===== src/rtl/cdc_pkg.sv =====
// Shared constants for the 4-phase req/ack source controller.
// State encoding and synchroniser depth floor.
package cdc_pkg;

  localparam logic [1:0] ST_IDLE   = 2'd0;
  localparam logic [1:0] ST_REQ_HI = 2'd1;
  localparam logic [1:0] ST_REQ_LO = 2'd2;

  localparam int SYNC_STAGES_MIN = 2;

endpackage


===== src/rtl/sync_chain_sr.sv =====
// Multi-flop synchroniser with synchronous active-high reset.
// Used for the asynchronous ack returning from the destination domain.
module sync_chain_sr #(
  parameter int STAGES = 2
) (
  input  logic clk,
  input  logic rst,
  input  logic d,
  output logic q
);

  logic [STAGES-1:0] chain;

  always_ff @(posedge clk) begin
    if (rst) begin
      chain <= '0;
    end else begin
      chain <= {chain[STAGES-2:0], d};
    end
  end

  assign q = chain[STAGES-1];

endmodule


===== src/rtl/cdc_handshake_tx.sv =====
// Source side of a 4-phase req/ack crossing: holds a word on
// data_out, sequences req, and aborts a stuck request on timeout.
module cdc_handshake_tx
  import cdc_pkg::*;
#(
  parameter int W              = 8,
  parameter int SYNC_STAGES    = 2,
  parameter int TIMEOUT_CYCLES = 255
) (
  input  logic         clk,
  input  logic         rst,
  input  logic         in_valid,
  input  logic [W-1:0] in_data,
  output logic         in_ready,
  output logic         req_out,
  output logic [W-1:0] data_out,
  input  logic         ack_async,
  output logic         busy,
  output logic         done,
  output logic         timeout_err,
  output logic         err_sticky,
  input  logic         err_clr
);

  localparam int NS = (SYNC_STAGES < SYNC_STAGES_MIN) ?
                      SYNC_STAGES_MIN : SYNC_STAGES;
  localparam int CW = (TIMEOUT_CYCLES > 1) ?
                      $clog2(TIMEOUT_CYCLES) : 1;
  localparam logic [CW-1:0] TO_LAST =
    CW'((TIMEOUT_CYCLES == 0) ? 0 : TIMEOUT_CYCLES - 1);
  localparam bit TO_EN = (TIMEOUT_CYCLES != 0);

  logic [1:0]    state, state_nx;
  logic          ack_s;
  logic [W-1:0]  data_q;
  logic [CW-1:0] cnt;
  logic          req_q, done_q, to_q, sticky_q;
  logic          timed_out;
  logic          accept, to_hit;

  sync_chain_sr #(
    .STAGES(NS)
  ) u_sync (
    .clk(clk),
    .rst(rst),
    .d  (ack_async),
    .q  (ack_s)
  );

  // A lingering ack from the last transfer blocks new work
  assign in_ready = (state == ST_IDLE) & ~ack_s & ~rst;
  assign accept   = in_valid & in_ready;

  // Ack arriving on the final cycle beats the timeout
  assign to_hit = TO_EN && (state == ST_REQ_HI) &&
                  !ack_s && (cnt == TO_LAST);

  always_comb begin
    state_nx = state;
    case (state)
      ST_IDLE:   if (accept) state_nx = ST_REQ_HI;
      ST_REQ_HI: if (ack_s || to_hit) state_nx = ST_REQ_LO;
      ST_REQ_LO: if (!ack_s) state_nx = ST_IDLE;
      default:   state_nx = ST_IDLE;
    endcase
  end

  always_ff @(posedge clk) begin
    if (rst) begin
      state     <= ST_IDLE;
      req_q     <= 1'b0;
      data_q    <= '0;
      cnt       <= '0;
      done_q    <= 1'b0;
      to_q      <= 1'b0;
      sticky_q  <= 1'b0;
      timed_out <= 1'b0;
    end else begin
      state  <= state_nx;
      req_q  <= (state_nx == ST_REQ_HI);
      done_q <= (state == ST_REQ_LO) && (state_nx == ST_IDLE) &&
                !timed_out;
      to_q   <= to_hit;
      if (accept) data_q <= in_data;
      if (TO_EN && state == ST_REQ_HI && state_nx == ST_REQ_HI)
        cnt <= cnt + CW'(1);
      else
        cnt <= '0;
      if (to_hit)       sticky_q <= 1'b1;
      else if (err_clr) sticky_q <= 1'b0;
      if (accept)       timed_out <= 1'b0;
      else if (to_hit)  timed_out <= 1'b1;
    end
  end

  assign req_out     = req_q & ~rst;
  assign data_out    = rst ? '0 : data_q;
  assign busy        = (state != ST_IDLE) & ~rst;
  assign done        = done_q & ~rst;
  assign timeout_err = to_q & ~rst;
  assign err_sticky  = sticky_q & ~rst;

endmodule


===== config.mk =====
export PLATFORM = sky130hd
export DESIGN_NAME = cdc_handshake_tx
export DESIGN_NICKNAME = d
export VERILOG_FILES = /design/src/rtl/cdc_pkg.sv /design/src/rtl/sync_chain_sr.sv /design/src/rtl/cdc_handshake_tx.sv
export SDC_FILE = /design/constraint.sdc
export NUM_CORES = 1
export LEC_CHECK = 0
export CORE_MARGIN = 2
export CORE_UTILIZATION = 43
export CTS_CLUSTER_DIAMETER = 100
export DETAILED_ROUTE_END_ITERATION = 8
export GPL_TIMING_DRIVEN = 0
export HOLD_SLACK_MARGIN = 0.12
export PLACE_DENSITY = 0.77
export SYNTH_ARGS = -nofsm -noshare
export SYNTH_HDL_FRONTEND = slang
export SYNTH_SLANG_ARGS = --single-unit
export TNS_END_PERCENT = 50

===== constraint.sdc =====
create_clock -name clk -period 1.6 [get_ports clk]
set_clock_uncertainty 0.05 [all_clocks]
set_input_delay 0.4 -clock clk [delete_from_list [all_inputs] [get_ports clk]]
set_output_delay 0.4 -clock clk [all_outputs]
set_load 0.005 [all_outputs]

==> impl_results.md <==
- Status: finished, violations left
- Failing checks: negative setup slack
- Ys flop type: dfxtp_1
- Number of antenna diodes: 0
- Tmin final: 1.85 ns
- Dpl ws: -0.541 ns
- Initial antenna violation count: 0
- RSZ-0062 raised after global routing: yes
- Final GP Congestion: roughly 0.74
- CP required: about 1.2 ns
- Cells after Synth: roughly 120
- Vias per inst: 5.06
- Switching power total: approximately 0.00027 W
- CP arrival: roughly 1.4 ns
- Combinational power share: ~14%
- Fin util: about 58%
- Final Slew Violations: 0
- Final Instance Area: around 1400 um2
- Leak pwr: 0.659 nW
- Worst hold slack: between 0.2 and 0.3 ns
- Htree depth: 1
- Synth unique cells: 32
- Synthesized area: 1080 um2
- Startpoint types: flip-flop
- Clock slew at reported path FFs: 0.13 ns
- Root Buffer: clkbuf_4
- CTS tree: done
- # fillers: between 200 and 250
- Worst Hold Class: in -> reg
- Die height: 54.1 um
- Final Worst Setup Slack: -0.247 ns
- Setup CP Type: reg -> out
- Commonest non-fill, non-tap cell in the layout: dfxtp_1
- Sequential area share after synthesis: a little under half
- Clock Latency Late Sink: between 0.3 and 0.4 ns
- First-pass GRT wire length: approximately 3500 um
- Async set-reset flop share out of synthesis: 0%
- Net count after synthesis: 133
- Core box area: between 2000 and 2500 um2
- Sw frac: around 24%
- Final count of hold timing violations: 0
- Clk pwr share: 25.2%
- TritonCTS buffer count: 3
- EDFF count, synth: 0
- Peak supply drop: just under 0.0005 V
- Area contributors post-synth: dfxtp_1 (46%), nor2b_1 (7.5%), a21oi_1 (5.1%)
- Most frequent cells in the layout: dfxtp_1 (21), nor2b_1 (13), dlygate4sd2_1 (11), o21ai_1 (10), clkdlybuf4s50_1 (10)
- Share of post-route cells with drive strength above 1: 18.7%
- Total power: 0.00109 W
- Syn Area/Cell: 9.16 um2
- Largest net degree at the start of global routing: 15
- Post-synth top area share: a little under half
- Port bufs: 24
- Grt ovf: 0
- Max Cap Violations: 0
- Worst rel slew slack: between 70% and 80%
- WL final: between 2000 and 2500 um
- Initial Utilization: roughly 44%
- DIE AREA: 2930 um2
- CP endpoint kind: output pin
- Synth warn: 0
- Wire length per cell: approximately 12 um
- Finish-stage setup viols: 1
- Final period util: 115%
- F_max: roughly 540 MHz
- Vias after detailed routing: 910
- Pwr/cell area: between 700 and 800 nW/um2
- Overall routing resource usage: between 15 and 20%
- Area grow syn2layout: 31.4%
- Yosys reg bits: 25
- Std-Cell Rows: 18
- Die Width: 54.1 um
- DP Wirelength: approximately 1500 um
- Measured slew at the worst slew-check pin: ~0.35 ns
- NumNets Final: 166
- # clock sinks: 25
- Vias in the first global route: roughly 860
- Post-DRT Antenna Nets: 0
- Crit-path max FO: 2
- Internal power: about 0.00082 W
- Seq pwr share: 60.2%
- Placed cell area: 1360 um2
- IO Pins: 27
- CTS max path bufs: 2
- Initial DRC count: 18
- Leading area contributor after synthesis: dfxtp_1
- DR pass1 iterations: 4
- DR DRC count: 0
-- worst max-delay path, cell delays in order (launching register included) --
cell	delay, ns
dfxtp_4	0.37
or4_4	0.57
clkinv_8	0.07
buf_6	0.08
-- state kept, by name (all words and copies together) (netlist names) --
name and cells:
state 2, to_q 1, sticky_q 1, u_sync.chain 2, data_q 8, timed_out 1, done_q 1, req_q 1
cnt 8
-- kinds of logic (layout without fill, tap and decap cells) --
family,after synthesis,in the layout,share of synthesized area (%)
AND/OR/NAND/NOR,47,47,26.6
AO/OA/AOI/OAI,28,28,15.3
flip-flops,25,25,46.3
buffers and inverters,12,44,6.25
XOR/XNOR,4,4,3.24
adder cells (fa/ha/maj),2,2,2.31
-- power by group through the flow --
stage          Clock, W  Combinational [W]  Sequential [W]
2_1_floorplan         0          0.0000854        0.000667
3_3_place_gp          0           0.000145        0.000668
3_5_place_dp          0           0.000147        0.000670
4_1_cts        0.000286           0.000150        0.000655
5_1_grt        0.000309           0.000175        0.000657
6_report       0.000274           0.000158        0.000655
-- repair_timing --
| action | 4_1_cts | 5_1_grt |
|---|---|---|
| setup buffers | 4 | 1 |
| setup endpoints to repair | 14 | 2 |
| resized for setup | 30 | 5 |
| hold buffers | 0 | 0 |
| pin swaps | 2 | 1 |
-- synthesized netlist by cell type (all sizes together), types with 2 or more instances --
master	number
xnor2	2
and2	2
a21o	3
xor2	2
nor2	7
clkbuf	4
nand2b	2
nor2b	13
and3	3
a21oi	11
inv	4
buf	3
o21ai	10
nand2	4
nand3	9
ha	2
dfxtp	25
-- cell type report --
class / instances / area (um2) / area share, %
Buffer: 6 / 36.3 / 2.56
Clock buffer: 3 / 22.5 / 1.59
Clock inverter: 1 / 5.00 / 0.352
Inverter: 5 / 31.3 / 2.20
Multi-Input combinational cell: 81 / 520 / 36.7
Sequential cell: 25 / 508 / 35.8
Tap cell: 30 / 37.5 / 2.64
Timing Repair Buffer: 29 / 259 / 18.2
-- metal layers --
layer	track usage (%)	routed length, um	part of all wire (%)
met5	0	0	0
met4	7.50	26	1.2
met3	3.33	136	6.3
met2	28.7	1040	48
met1	19.4	950	44
-- path summary, 6_finish.rpt --
check             startpoint               to  slack, ns  depth (start not counted)
min                      rst  u_sync.chain[1]       0.29                          2
min reg2reg  u_sync.chain[0]  u_sync.chain[1]       0.41                          1
max                 state[1]         in_ready      -0.25                          3
max reg2reg         state[1]        timed_out       0.02                          6
-- through the flow --
step / setup TNS, ns / cells
after floorplan: -0.0110 / 118
after global placement: -4.38 / 172
after detailed placement: -4.58 / 172
after CTS: -0.278 / 179
after global routing: -0.360 / 180
final: -0.247 / 180
Note: power is estimated with default switching activity, not from simulation.
